### src/rtl/multicycle_control.sv
// Sequencing FSM for the multicycle MIPS datapath.
// One instruction in flight: FETCH -> DECODE -> class-specific states -> FETCH.
// Datapath controls are decoded from the registered state. The only
// exceptions are the FETCH-cycle PC/IR loads, which wait for mem_ready, and
// a few controls that also look at the opcode.
module multicycle_control #(
  parameter int STATE_W = 4  // exported state width, must be at least 4
) (
  input  logic               clock,
  input  logic               reset,
  input  logic [5:0]         opcode,
  input  logic [5:0]         func,
  input  logic               zero,
  input  logic               mem_ready,
  output logic               pc_write,
  output logic               pc_write_cond,
  output logic               branch_ne,
  output logic [1:0]         pc_source,
  output logic               i_or_d,
  output logic               mem_read,
  output logic               mem_write,
  output logic               ir_write,
  output logic               reg_dst,
  output logic               mem_to_reg,
  output logic               reg_write,
  output logic               ula_src_a,
  output logic [1:0]         ula_src_b,
  output logic               imm_zero_ext,
  output logic [3:0]         ula_operation,
  output logic               illegal,
  output logic [STATE_W-1:0] state
);

  // Fixed encoding: the state value is exported for debug and verification.
  typedef enum logic [3:0] {
    S_RST      = 4'd0,
    S_FETCH    = 4'd1,
    S_DECODE   = 4'd2,
    S_MEM_ADDR = 4'd3,
    S_MEM_RD   = 4'd4,
    S_MEM_WB   = 4'd5,
    S_MEM_WR   = 4'd6,
    S_R_EXEC   = 4'd7,
    S_R_WB     = 4'd8,
    S_BRANCH   = 4'd9,
    S_JUMP     = 4'd10,
    S_JR       = 4'd11,
    S_I_EXEC   = 4'd12,
    S_I_WB     = 4'd13,
    S_TRAP     = 4'd14,
    S_UNUSED   = 4'd15
  } state_t;

  localparam logic [5:0] OP_RTYPE = 6'b000000;
  localparam logic [5:0] OP_J     = 6'b000010;
  localparam logic [5:0] OP_BEQ   = 6'b000100;
  localparam logic [5:0] OP_BNE   = 6'b000101;
  localparam logic [5:0] OP_LW    = 6'b100011;
  localparam logic [5:0] OP_SW    = 6'b101011;
  localparam logic [5:0] FN_JR    = 6'b001000;

  state_t      r_state;
  state_t      w_decode_target;
  logic        w_r_supported;
  logic [3:0]  w_i_ula_op;
  logic        w_i_zero_ext;
  // The zero flag is consumed by the datapath's branch gate, not by this FSM.
  logic        w_zero_unused;

  assign w_zero_unused = zero;
  assign state         = STATE_W'(r_state);

  // Supported R-type function codes; anything else traps.
  always_comb begin
    w_r_supported = 1'b0;
    case (func)
      6'b000000, 6'b000010, 6'b000011, 6'b000100, 6'b000110, 6'b000111,
      6'b100000, 6'b100010, 6'b100100, 6'b100101, 6'b100110, 6'b100111,
      6'b101010, 6'b101011: w_r_supported = 1'b1;
      default:              w_r_supported = 1'b0;
    endcase
  end

  // Where DECODE goes next, chosen by the instruction class.
  always_comb begin
    w_decode_target = S_TRAP;
    if (opcode == OP_LW || opcode == OP_SW) begin
      w_decode_target = S_MEM_ADDR;
    end else if (opcode == OP_RTYPE) begin
      if (func == FN_JR) begin
        w_decode_target = S_JR;
      end else if (w_r_supported) begin
        w_decode_target = S_R_EXEC;
      end else begin
        w_decode_target = S_TRAP;
      end
    end else if (opcode == OP_BEQ || opcode == OP_BNE) begin
      w_decode_target = S_BRANCH;
    end else if (opcode == OP_J) begin
      w_decode_target = S_JUMP;
    end else if (opcode[5:3] == 3'b001) begin
      w_decode_target = S_I_EXEC;
    end
  end

  // Immediate-class ULA code and extender mode, keyed on the low opcode bits.
  always_comb begin
    w_i_ula_op   = 4'b0000;
    w_i_zero_ext = 1'b0;
    case (opcode[2:0])
      3'b000, 3'b001: w_i_ula_op = 4'b0000;  // addi / addiu
      3'b010:         w_i_ula_op = 4'b0011;  // slti
      3'b011:         w_i_ula_op = 4'b1000;  // sltiu
      3'b100: begin w_i_ula_op = 4'b0100; w_i_zero_ext = 1'b1; end  // andi
      3'b101: begin w_i_ula_op = 4'b0101; w_i_zero_ext = 1'b1; end  // ori
      3'b110: begin w_i_ula_op = 4'b0110; w_i_zero_ext = 1'b1; end  // xori
      default:        w_i_ula_op = 4'b0111;  // lui
    endcase
  end

  // State register and transitions; TRAP holds until reset, encoding 15 recovers via RST.
  always_ff @(posedge clock) begin
    if (reset) begin
      r_state <= S_RST;
    end else begin
      case (r_state)
        S_RST:      r_state <= S_FETCH;
        S_FETCH:    if (mem_ready) r_state <= S_DECODE;
        S_DECODE:   r_state <= w_decode_target;
        S_MEM_ADDR: r_state <= (opcode == OP_SW) ? S_MEM_WR : S_MEM_RD;
        S_MEM_RD:   if (mem_ready) r_state <= S_MEM_WB;
        S_MEM_WB:   r_state <= S_FETCH;
        S_MEM_WR:   if (mem_ready) r_state <= S_FETCH;
        S_R_EXEC:   r_state <= S_R_WB;
        S_R_WB:     r_state <= S_FETCH;
        S_BRANCH:   r_state <= S_FETCH;
        S_JUMP:     r_state <= S_FETCH;
        S_JR:       r_state <= S_FETCH;
        S_I_EXEC:   r_state <= S_I_WB;
        S_I_WB:     r_state <= S_FETCH;
        S_TRAP:     r_state <= S_TRAP;
        default:    r_state <= S_RST;
      endcase
    end
  end

  // Datapath controls decoded from the current state; anything not set is 0.
  always_comb begin
    pc_write      = 1'b0;
    pc_write_cond = 1'b0;
    branch_ne     = 1'b0;
    pc_source     = 2'b00;
    i_or_d        = 1'b0;
    mem_read      = 1'b0;
    mem_write     = 1'b0;
    ir_write      = 1'b0;
    reg_dst       = 1'b0;
    mem_to_reg    = 1'b0;
    reg_write     = 1'b0;
    ula_src_a     = 1'b0;
    ula_src_b     = 2'b00;
    imm_zero_ext  = 1'b0;
    ula_operation = 4'b0000;
    illegal       = 1'b0;
    case (r_state)
      S_FETCH: begin
        mem_read  = 1'b1;
        ula_src_b = 2'b01;
        ir_write  = mem_ready;  // PC+4 and IR commit only when the read lands
        pc_write  = mem_ready;
      end
      S_DECODE:   ula_src_b = 2'b11;  // branch target precomputed into ULA-out
      S_MEM_ADDR: begin
        ula_src_a = 1'b1;
        ula_src_b = 2'b10;
      end
      S_MEM_RD: begin
        mem_read = 1'b1;
        i_or_d   = 1'b1;
      end
      S_MEM_WB: begin
        reg_write  = 1'b1;
        mem_to_reg = 1'b1;
      end
      S_MEM_WR: begin
        mem_write = 1'b1;
        i_or_d    = 1'b1;
      end
      S_R_EXEC: begin
        ula_src_a     = 1'b1;
        ula_operation = 4'b0010;
      end
      S_R_WB: begin
        reg_write = 1'b1;
        reg_dst   = 1'b1;
      end
      S_BRANCH: begin
        ula_src_a     = 1'b1;
        ula_operation = 4'b0001;
        pc_write_cond = 1'b1;
        pc_source     = 2'b01;
        branch_ne     = (opcode == OP_BNE);
      end
      S_JUMP: begin
        pc_write  = 1'b1;
        pc_source = 2'b10;
      end
      S_JR: begin
        pc_write  = 1'b1;
        pc_source = 2'b11;
      end
      S_I_EXEC: begin
        ula_src_a     = 1'b1;
        ula_src_b     = 2'b10;
        ula_operation = w_i_ula_op;
        imm_zero_ext  = w_i_zero_ext;
      end
      S_I_WB:  reg_write = 1'b1;
      S_TRAP:  illegal   = 1'b1;
      default: ;
    endcase
  end

endmodule

### config.mk
export PLATFORM = sky130hd
export DESIGN_NAME = multicycle_control
export DESIGN_NICKNAME = d
export VERILOG_FILES = /design/src/rtl/multicycle_control.sv
export SDC_FILE = /design/constraint.sdc
export NUM_CORES = 1
export LEC_CHECK = 0
export CORE_MARGIN = 2
export CORE_UTILIZATION = 38
export CTS_CLUSTER_DIAMETER = 80
export CTS_CLUSTER_SIZE = 24
export DETAILED_ROUTE_END_ITERATION = 12
export GPL_ROUTABILITY_DRIVEN = 0
export HOLD_SLACK_MARGIN = 0.08
export PLACE_DENSITY = 0.85
export SYNTH_ARGS = -nofsm -noshare
export SYNTH_HDL_FRONTEND = slang
export SYNTH_SLANG_ARGS = --single-unit
export TNS_END_PERCENT = 50
### constraint.sdc
create_clock -name clock -period 1.84 [get_ports clock]
set_clock_uncertainty 0.1 [all_clocks]
set_input_delay 0.368 -clock clock [delete_from_list [all_inputs] [get_ports clock]]
set_output_delay 0.368 -clock clock [all_outputs]
set_load 0.01 [all_outputs]
==> key figures <==
Worst setup path
  • Ordered list of cells on the worst path: buf_4, buf_4, nor2_1, and2_1, clkdlybuf4s15_1
  • Worst endpoint required time: 1.37 ns
  • Capturing element type of the critical path: output port
  • CP peak stage delay: 0.36 ns
  • Nature of the critical path startpoint: flop
  • Data arrival time of the worst path: 1.39 ns
  • Crit path max fanout: 4
  • Most frequent CP cell: buf_4
  • Critical Path Slowest Stage Cell: dfxtp_4
  • Crit Path Category: reg -> out

Cells and area
  • Antenna cells: 0
  • Share of cells above drive strength 1: 38.9%
  • Flip-flop count of the largest register after layout: 4
  • Number of nets in the layout: 203
  • Filler cells: 127
  • Area growth syn-to-layout: 97.8%

Clock network
  • Clk pin slew, worst setup/hold paths: 0.04 ns
  • Clk sink count: 4
  • Maximum level of the CTS H-tree: 1
  • CTS Buffer Depth: 2
  • CTS tree: built
  • Number of hold-repair buffers added at the cts stage: 0
  • CTS Root Buffer Type: clkbuf_4
  • Later-pin clock latency in the skew report: 0.23 ns
  • Number of clock buffers inserted by TritonCTS: 3

Drt
  • Average detailed-routed wire length per instance: 15.4 um
  • Post-DRT Antenna Nets: 0
  • Wire length reported by the detailed router: 3.23 mm
  • Drt pass-1 iters: 4
  • Total number of vias: 1,173
  • Post-route DRC: 0
  • Count of routing violations after the opening detailed-route iteration: 28
  • Detailed-route vias per instance: 5.59

GRT
  • Overall track demand over capacity in global routing: 28.5%
  • Global-route wire length before repair: 4.60 mm
  • Antenna violations before repair: 0
  • Pin count of the biggest net entering global routing: 10
  • Via count of the first global-routing pass: 1,112
  • Sum of overflow across all layers after global routing: 0

Synthesis
  • Proportion of netlist area held by the largest area contributor: 11.1%
  • Area fraction in and, or, nand and nor cells after synthesis: 53.4%
  • Commonest cells in the synthesized netlist: nor2_1, nand2_1, a21oi_1, nor3_1, nand2b_1
  • Share of synthesized cell area in full adder, half adder and majority cells: 0%
  • Most numerous cell in the Yosys netlist: nor2_1
  • Largest cells by area after synthesis: dfxtp_1, nor2_1, a21oi_1, nand2_1, nand2b_1
  • Cells after synthesis: 114
  • Portion of the post-synthesis area used by sequential elements: 11.1%
  • Post-synthesis net count: 130
  • Synth area leader: dfxtp_1
  • Number of library cell types mapped by synthesis: 43
  • Number of warnings printed during yosys synthesis: 0
  • Post-synthesis mux area share: 2.76%
  • Xor/xnor share of the synthesized area: 1.21%
  • Compound-gate portion of the synthesized area: 24.5%
  • Top flip-flop cell by instance count after synthesis: dfxtp_1
  • Async set-or-reset flop fraction in the synthesized netlist: 0%
  • Post-Syn Area per Cell: 6.35 um2
  • Dominant combinational cell family by area after synthesis: simple AND/OR/NAND/NOR gates
  • Number of synthesized flops with an enable pin: 0
  • Syn Std Cell Area: 724 um2
  • Number of storage elements in the synthesis netlist: 4

Job
  • Max-cap violation count: 0

Timing
  • Min Clock Period, post-route: 1.86 ns
  • Final Cycle Share: 101%
  • Maximum frequency from static timing analysis: 538 MHz
  • Number of max-slew violations in the final report: 0
  • Setup repair after global routing missed its margin: true
  • Setup TNS after final layout: -0.0221 ns
  • WHS: 0.570 ns
  • Normalized max-slew margin: 73.5%
  • Actual transition at the worst max-transition pin: 0.394 ns
  • Hold Violations, Final: 0
  • Number of endpoints failing setup at the final stage: 2
  • Worst path setup slack after routing: -0.0199 ns

Floorplanning
  • I/O Pins: 41
  • Initial core utilization: 41.1%
  • Floorplan row count: 15
  • Overall die area: 2270 um2
  • CORE AREA: 1760 um2
  • Die Y: 47.7 um
  • Die width: 47.7 um

Place
  • Pre-CTS setup slack: -0.581 ns
  • Port Buffer Count: 39
  • DP Wirelength: 2.19 mm

Hold path
  • Hold WC Path Type: in -> reg

Run status
  • Status: finished, violations left
  • Failing checks: negative setup slack

Pwr
  • Leakage power of the design: 0.732 nW
  • Maximum vdd drop: 0.973 mV
  • Pwr dens: 1050 nW/um2
[metrics by stage]
stage | util (%) | cells | power (W) | instance area, um2
5_1_grt | 81.2 | 210 | 0.00157 | 1430
4_1_cts | 81.6 | 211 | 0.00144 | 1440
2_1_floorplan | - | 114 | 0.000670 | 724
3_5_place_dp | 77.0 | 204 | 0.00125 | 1360
3_3_place_gp | 77.0 | 204 | 0.00122 | 1360
6_report | 81.2 | 210 | 0.00150 | 1430
[final cells by class]
cell class	count	area [um2]	share of cell area, %
repair buffers	75	608	42.4
well taps	25	31.3	2.18
clock buffers	3	22.5	1.57
inverters	4	15.0	1.05
flip-flops and latches	4	95.1	6.64
multi-input cells	99	661	46.1
[placed cells by master, fill, tap and decap left out, drive strengths merged, types with 2 or more instances in the layout]
master         instances
dlygate4sd2           11
clkdlybuf4s15          4
nor2b                  5
o31ai                  2
nand2b                 6
nor3                   8
mux2i                  2
a2bb2oi                2
dfxtp                  4
or2                    2
dlymetal6s2s           5
o21ai                  4
a21oi                  9
buf                   41
nand2                 12
nor2                  18
clkdlybuf4s50          8
nor4                   3
inv                    4
clkbuf                 9
and3                   2
and2                   4
[routing by layer]
metal  up-vias  track usage, %  share of wire (%)
met4         0            17.3                3.2
met2        65            49.5                 53
met1       539            30.9                 38
li1        558               -                  -
met3        11            7.17                6.1
met5         -               0                  0
[final timing paths]
check / from / to / slack [ns] / depth (start not counted)
worst min-delay path: opcode[2] / state[3] / 0.57 / 5
worst max-delay path: state[0] / mem_write / -0.02 / 5
worst max register to register: state[0] / state[2] / 0.16 / 6
worst min register to register: state[2] / state[3] / 0.57 / 3
[critical path: cells and delay by family (launching register included)]
kind | cells | cell delay (ns)
DFF | 1 | 0.36
and+or+nand+nor | 2 | 0.28
buffers and inverters | 3 | 0.52
[report_power, final]
part           switching (W)  internal (W)
registers          0.0000771      0.000137
logic               0.000573      0.000603
clock network      0.0000372     0.0000731
[what timing repair did]
item	CTS	global route
buffers inserted	4	1
resized for setup	61	28
endpoints found under the setup margin	28	17
pin swaps	5	3
[cell families after synthesis]
logic type	count (synthesis)
DFF	4
muxes	2
and+or+nand+nor	69
AOI/OAI and AO/OA	27
buffers and inverters	11
xor gates and xnor gates	1
No activity file was read; power rests on OpenSTA's default activity.
